[src/rtl/clk_divider_multi_if.sv]
// Control and output bundle for the multi-channel clock divider.
// The master drives enables, sync and divisor writes; the slave returns the divided clocks and ticks.
interface clk_divider_multi_if #(
   parameter int NUM_CH = 4,
   parameter int WIDTH  = 16
);
   localparam int CH_W = (NUM_CH > 1) ? $clog2(NUM_CH) : 1;

   logic [NUM_CH-1:0] en;
   logic              sync;
   logic              div_wr;
   logic [CH_W-1:0]   div_ch;
   logic [WIDTH-1:0]  div_val;
   logic [NUM_CH-1:0] clk_out;
   logic [NUM_CH-1:0] tick;

   modport master (
      output en, sync, div_wr, div_ch, div_val,
      input  clk_out, tick
   );

   modport slave (
      input  en, sync, div_wr, div_ch, div_val,
      output clk_out, tick
   );
endinterface

[src/rtl/clk_divider_multi.sv]
// NUM_CH independent integer clock dividers sharing one write port and one sync strobe.
// A new divisor is staged as pending and adopted at a period boundary or on sync.
module clk_divider_multi #(
   parameter int NUM_CH      = 4,
   parameter int WIDTH       = 16,
   parameter int DEFAULT_DIV = 2
) (
   input  logic                 clk_in,
   input  logic                 rst,
   clk_divider_multi_if.slave   bus
);
   localparam logic [WIDTH-1:0] DIV_RST = WIDTH'(DEFAULT_DIV);
   localparam logic [WIDTH-1:0] DIV_MIN = WIDTH'(2);

   logic [WIDTH-1:0] w_wr_val;

   // Divisors below 2 cannot form a square wave, so they are raised to 2.
   assign w_wr_val = (bus.div_val < DIV_MIN) ? DIV_MIN : bus.div_val;

   generate
      for (genvar gi = 0; gi < NUM_CH; gi++) begin : g_ch
         logic [WIDTH-1:0] r_cnt;
         logic [WIDTH-1:0] r_div_act;
         logic [WIDTH-1:0] r_div_pend;
         logic             r_clk_out;
         logic             r_tick;

         logic             w_wr_hit;
         logic             w_wrap;
         logic [WIDTH-1:0] w_pend_next;
         logic [WIDTH-1:0] w_act_next;
         logic [WIDTH-1:0] w_cnt_next;

         // Out-of-range channel indices never match, so such writes are dropped.
         assign w_wr_hit = bus.div_wr && (int'(bus.div_ch) == gi);
         assign w_wrap   = bus.en[gi] && (r_cnt == r_div_act - WIDTH'(1));

         always_comb begin
            w_pend_next = r_div_pend;
            w_act_next  = r_div_act;
            w_cnt_next  = r_cnt + WIDTH'(1);
            if (w_wr_hit) begin
               w_pend_next = w_wr_val;
            end
            // Sync and wrap both start a fresh period with the newest pending divisor.
            if (bus.en[gi] && (bus.sync || w_wrap)) begin
               w_act_next = w_pend_next;
            end else if (w_wr_hit && !bus.en[gi]) begin
               w_act_next = w_wr_val;
            end
            if (bus.sync || !bus.en[gi] || w_wrap) begin
               w_cnt_next = '0;
            end
         end

         // Outputs are computed from next-state values so they line up with r_cnt.
         always_ff @(posedge clk_in) begin
            if (rst) begin
               r_cnt      <= '0;
               r_div_act  <= DIV_RST;
               r_div_pend <= DIV_RST;
               r_clk_out  <= 1'b0;
               r_tick     <= 1'b0;
            end else begin
               r_cnt      <= w_cnt_next;
               r_div_act  <= w_act_next;
               r_div_pend <= w_pend_next;
               r_clk_out  <= (w_cnt_next >= (w_act_next >> 1));
               r_tick     <= bus.en[gi] && (w_cnt_next == w_act_next - WIDTH'(1));
            end
         end

         assign bus.clk_out[gi] = r_clk_out;
         assign bus.tick[gi]    = r_tick;
      end
   endgenerate
endmodule

[src/flat_wrapper.sv]
// flat-port wrapper written by rule: the top's interface ports become plain ports
module clk_divider_multi_flat 
#(
   parameter int NUM_CH      = 4,
   parameter int WIDTH       = 16,
   parameter int DEFAULT_DIV = 2
)
  (clk_in, rst, bus_en, bus_sync, bus_div_wr, bus_div_ch, bus_div_val, bus_clk_out, bus_tick);
  clk_divider_multi_if #(.NUM_CH(NUM_CH), .WIDTH(WIDTH)) bus_i ();
  input  logic clk_in;
  input  logic rst;
  input wire logic [$bits(bus_i.en)-1:0] bus_en;
  input wire logic [$bits(bus_i.sync)-1:0] bus_sync;
  input wire logic [$bits(bus_i.div_wr)-1:0] bus_div_wr;
  input wire logic [$bits(bus_i.div_ch)-1:0] bus_div_ch;
  input wire logic [$bits(bus_i.div_val)-1:0] bus_div_val;
  output wire logic [$bits(bus_i.clk_out)-1:0] bus_clk_out;
  output wire logic [$bits(bus_i.tick)-1:0] bus_tick;
  assign bus_i.en = bus_en;
  assign bus_i.sync = bus_sync;
  assign bus_i.div_wr = bus_div_wr;
  assign bus_i.div_ch = bus_div_ch;
  assign bus_i.div_val = bus_div_val;
  assign bus_clk_out = bus_i.clk_out;
  assign bus_tick = bus_i.tick;
  clk_divider_multi #(.NUM_CH(NUM_CH), .WIDTH(WIDTH), .DEFAULT_DIV(DEFAULT_DIV)) u_core (.clk_in(clk_in), .rst(rst), .bus(bus_i));
endmodule
[config.mk]
export PLATFORM = sky130hd
export DESIGN_NAME = clk_divider_multi_flat
export DESIGN_NICKNAME = d
export VERILOG_FILES = /design/src/rtl/clk_divider_multi_if.sv /design/src/rtl/clk_divider_multi.sv /design/src/flat_wrapper.sv
export SDC_FILE = /design/constraint.sdc
export NUM_CORES = 1
export LEC_CHECK = 0
export CAP_MARGIN = 20
export CORE_MARGIN = 2
export CORE_UTILIZATION = 35
export DETAILED_ROUTE_END_ITERATION = 16
export GPL_TIMING_DRIVEN = 0
export PLACE_DENSITY_LB_ADDON = 0.05
export SLEW_MARGIN = 10
export SYNTH_ARGS = -nofsm -noshare
export SYNTH_HDL_FRONTEND = slang
export SYNTH_SLANG_ARGS = --single-unit
export TNS_END_PERCENT = 100
[constraint.sdc]
create_clock -name clk_in -period 14.8 [get_ports clk_in]
set_clock_uncertainty 0.2 [all_clocks]
set_input_delay 1.48 -clock clk_in [delete_from_list [all_inputs] [get_ports clk_in]]
set_output_delay 1.48 -clock clk_in [all_outputs]
set_load 0.005 [all_outputs]
==> summary.md <==
At the pin with the least slew margin, the transition time is 1.18 ns. For the detailed-routing wirelength on met1, the log shows 27800 µm. The global-route wire length before repair was 89800 µm. The number of nets in the layout was 2276.

Class of the worst hold path: flip-flop to flip-flop. The number of global-route vias before repair is 15.2k. The synthesized netlist devotes 11.1% of its cell area to XOR and XNOR gates.

Total met2 wirelength after detailed routing: 26000 µm. In this run the tool buffered the top-level ports with 22 buffer cells. Predominant post-synthesis flop cell: sky130_fd_sc_hd__dfxtp_1. In the routed design, unresolved DRC markers number 0.

The total CTS buffers was 17; the number of hold buffers added after cts was 0. The clock reaches the later pin of the worst-skew pair after 0.50 ns. Setup violations remaining at the end of the flow were counted as 0. Total nets after synthesis: 2233. The most frequently used cell type in the post-synthesis netlist was sky130_fd_sc_hd__nor2_1. The mean post-synth cell area was 7.47 µm². After synthesis, flip-flops and latches occupy 25.1% of the total area. At the worst endpoint, the required time is 14.97 ns.

In the synthesized netlist, the cells that appear most often are sky130_fd_sc_hd__nor2_1, sky130_fd_sc_hd__nand2_1, sky130_fd_sc_hd__dfxtp_1. The congestion estimate from routability-driven global placement came to 0.884. Counting flops with an async set or reset pin after synthesis yields a share of 0%. Share of synthesized area spent on multiplexers: 3.00%. Of the total power, the share spent switching nets is 34.3%. Counting every instance in the synthesized netlist gives 2135. For this design the top-level I/O count stands at 34. The clock-pin transition on the worst setup and hold timing paths was 0.08 ns; the via count was 15.7k. The max-slew violation count came out at 0. Once the clock tree was built, the resizer swapped 0 gates to a different size. The logs give 0 for the leftover overflow at the end of global routing and 21.5% for the max-slew headroom at the worst pin.

Based on the critical path, the design can be clocked at up to 133 MHz. In this run, synthesis inferred 0 flip-flops with an integrated enable. The clock net in this run drives a total of 200 sinks. The iteration count of the initial detailed-routing pass was 5.

The die is 217 µm wide. Of the total synthesized cell area, the portion taken by full adders, half adders and majority gates is 5.65%. On the worst path, the slowest cell contributes a delay of 1.00 ns. The run finished with clean final reports. The placed instances occupy a cell area of 16900 µm². The setup slack after layout was 7.30 ns; the final period demand of the worst path was 7.50 ns. After layout, the worst path uses 50.7% of the clock period. The endpoint arrival time on the critical path is 7.67 ns. The most numerous cell on the critical path was sky130_fd_sc_hd__nor4_1. The top cell type's share of synthesized area came out at 25.1%. Setup repair after global routing left no endpoint under its margin. For this configuration, the core starts out at a cell density of 35.3%. The worst-path cell with the longest stage delay was sky130_fd_sc_hd__nor3_1. The detailed router finished its first iteration with 1179 violations. The routed wire length on met3 was 2480 µm; the post-CTS setup buffer count was 0.

Number of warnings printed during yosys synthesis: 0. For this design the total switching power over the nets is 0.495 mW. The relative area change from synthesis to final layout was 9.82%; the maximum number of pins on one net before global-route repair was 17.

After detailed routing, the number of vias per cell comes to 5.62. By area, the combinational part of the netlist is dominated by simple AND/OR/NAND/NOR gates. The endpoint type of the worst setup path is a flip-flop. Cells with a size suffix above 1 make up 5.11% of the layout. Max-cap violation count: 0.

Summed over all instances, the cell type with the most area after synthesis is sky130_fd_sc_hd__dfxtp_1. The synthesized netlist devotes 20.6% of its cell area to compound gates. The die covers 47300 µm². The tools report the total number of placement rows as 78. The die is 217 µm tall. After layout, the design draws a total of 1.44 mW. The logs give 2 for the maximum buffer depth of the clock tree and 4799 for the number of inserted filler cells in the final layout. The post-synthesis sequential element count works out to 200. For the combinational fraction of design power, the log shows 26.2%.

The tools report the number of unique standard cell types used by synthesis as 103. The static leakage is 6.65 nW, and the initial antenna violation count is 0. The critical path in this run is classified as primary input to flip-flop.

IR analysis of the VDD net gives a maximum drop of 83.4 µV. The global routing usage summed across all routing layers is 24.8%, and the design internal power is 0.948 mW. The worst setup path is launched from a primary input.

The areal power density over the cells is 82.4 nW/µm². Of the total power, the clock network draws 34.0%. The critical path goes through clkdlybuf4s50_1, nor3_1, a41oi_1, clkbuf_1, nor2_1, o2bb2ai_1, a21oi_1, mux2i_1, ha_1, inv_1, a221oi_1, nand2_1, or3b_1, and3_1, nor4_1, nand4b_1, nor4_1.

For the final routed database, the setup TNS stands at 0 ns. The sequential cell fraction of total power was 39.8%. TritonCTS built the clock tree. The logs give 0 for the final hold violation count and 2790 for the final instance count without filler cells.

After detailed routing, the average wire length per cell comes to 20.7 µm. The H-tree was split into 4 levels. The wire-length estimate of the detail-placed layout is 44800 µm. The CTS root buffer is sky130_fd_sc_hd__clkbuf_16. In this run, placement finished with an instance count of 2758.

For the minimum setup slack after placement, the log shows 6.80 ns. Yosys attributes the largest share of cell area to sky130_fd_sc_hd__dfxtp_1, sky130_fd_sc_hd__xnor2_1, sky130_fd_sc_hd__nor2_1, sky130_fd_sc_hd__ha_1, sky130_fd_sc_hd__nand2_1. In this run the cell area of the synthesized design comes to 15900 µm².

The total area inside the core boundary comes to 45200 µm². Area share of and/or/nand/nor cells after synthesis: 28.9%. In this run the top signal layer used is met4. The number of antenna diodes in the final layout is 0. The finished cells cover 17500 µm². Of all nets on the critical path, the largest fanout is 10.

The tools report the number of routed nets with antenna violations as 0. Total wire length after detailed routing: 57800 µm.
-- cells in the final DEF, fill, tap and decap left out, types with 13 or more instances in the layout --
cell type	instances
sky130_fd_sc_hd__a211oi_1	16
sky130_fd_sc_hd__a21o_1	36
sky130_fd_sc_hd__a21oi_1	124
sky130_fd_sc_hd__a31oi_1	16
sky130_fd_sc_hd__and3_1	31
sky130_fd_sc_hd__buf_1	13
sky130_fd_sc_hd__buf_4	13
sky130_fd_sc_hd__clkbuf_1	117
sky130_fd_sc_hd__clkbuf_16	17
sky130_fd_sc_hd__clkdlybuf4s50_1	22
sky130_fd_sc_hd__dfxtp_1	200
sky130_fd_sc_hd__ha_1	72
sky130_fd_sc_hd__inv_1	62
sky130_fd_sc_hd__mux2i_1	40
sky130_fd_sc_hd__nand2_1	239
sky130_fd_sc_hd__nand2b_1	27
sky130_fd_sc_hd__nand3_1	88
sky130_fd_sc_hd__nand3b_1	14
sky130_fd_sc_hd__nand4_1	28
sky130_fd_sc_hd__nor2_1	242
sky130_fd_sc_hd__nor2b_1	13
sky130_fd_sc_hd__nor3_1	99
sky130_fd_sc_hd__nor4_1	36
sky130_fd_sc_hd__o211ai_1	14
sky130_fd_sc_hd__o21ai_0	82
sky130_fd_sc_hd__o22ai_1	22
sky130_fd_sc_hd__or3_1	20
sky130_fd_sc_hd__xnor2_1	109
sky130_fd_sc_hd__xor2_1	91
-- logic make-up after synthesis --
| family | after synthesis |
|---|---|
| buffers and inverters | 217 |
| AOI/OAI and AO/OA | 471 |
| DFF | 200 |
| muxes | 47 |
| xor gates and xnor gates | 201 |
| adders and majority gates | 72 |
| and+or+nand+nor | 927 |
-- power groups by stage --
stage               logic, mW  clock network [mW]  registers (mW)
finish                  0.379               0.490           0.575
global route            0.420               0.519           0.577
CTS                     0.377               0.506           0.574
detailed placement      0.376                   0           0.587
global placement        0.373                   0           0.586
floorplan               0.269                   0           0.580
-- layer usage --
metal | GRT usage [%] | vias up
li1 | - | 7770
met1 | 33.8 | 7489
met2 | 39.9 | 336
met3 | 3.36 | 73
met4 | 9.22 | 0
met5 | 0 | -
-- worst max-delay path, delay by kind of cell --
| kind | cells | cell delay [ns] |
|---|---|---|
| and+or+nand+nor | 8 | 3.08 |
| buffers and inverters | 3 | 1.15 |
| AOI/OAI and AO/OA | 4 | 1.13 |
| muxes | 1 | 0.47 |
| adders and majority gates | 1 | 0.34 |
-- flip-flops by register name, summed over array words and instances (netlist names) --
register	cells
u_core.g_ch.r_tick	4
u_core.g_ch.r_div_pend	64
u_core.g_ch.r_cnt	64
u_core.g_ch.r_clk_out	4
u_core.g_ch.r_div_act	64
-- metrics by stage --
step | util, % | hold WS [ns]
floorplan | - | 0.231
global placement | 37.4 | 0.240
detailed placement | 37.5 | 0.245
CTS | 38.7 | 0.255
global route | 38.8 | 0.278
finish | 38.8 | 0.255
-- path summary, 6_finish.rpt --
kind	startpoint	end	slack, ns	cells past startpoint
hold reg to reg	u_core.g_ch[1].r_div_pend[13]	u_core.g_ch[1].r_div_pend[13]	0.25	2
hold / removal	u_core.g_ch[1].r_div_pend[13]	u_core.g_ch[1].r_div_pend[13]	0.25	2
setup reg to reg	u_core.g_ch[1].r_div_act[0]	u_core.g_ch[1].r_clk_out	7.79	25
setup / recovery	bus_div_val[4]	u_core.g_ch[3].r_tick	7.30	17
-- cell type report --
type / count / area, µm² / share of cell area, %
buffer: 154 / 656 / 3.74
clock buffer: 20 / 457 / 2.61
clock inverter: 11 / 124 / 0.707
inverter: 63 / 236 / 1.35
multi-input combinational: 1718 / 11100 / 63.1
sequential: 200 / 4000 / 22.9
tap: 600 / 751 / 4.29
timing repair buffer: 24 / 235 / 1.34
(Power assumes the default switching activity.)
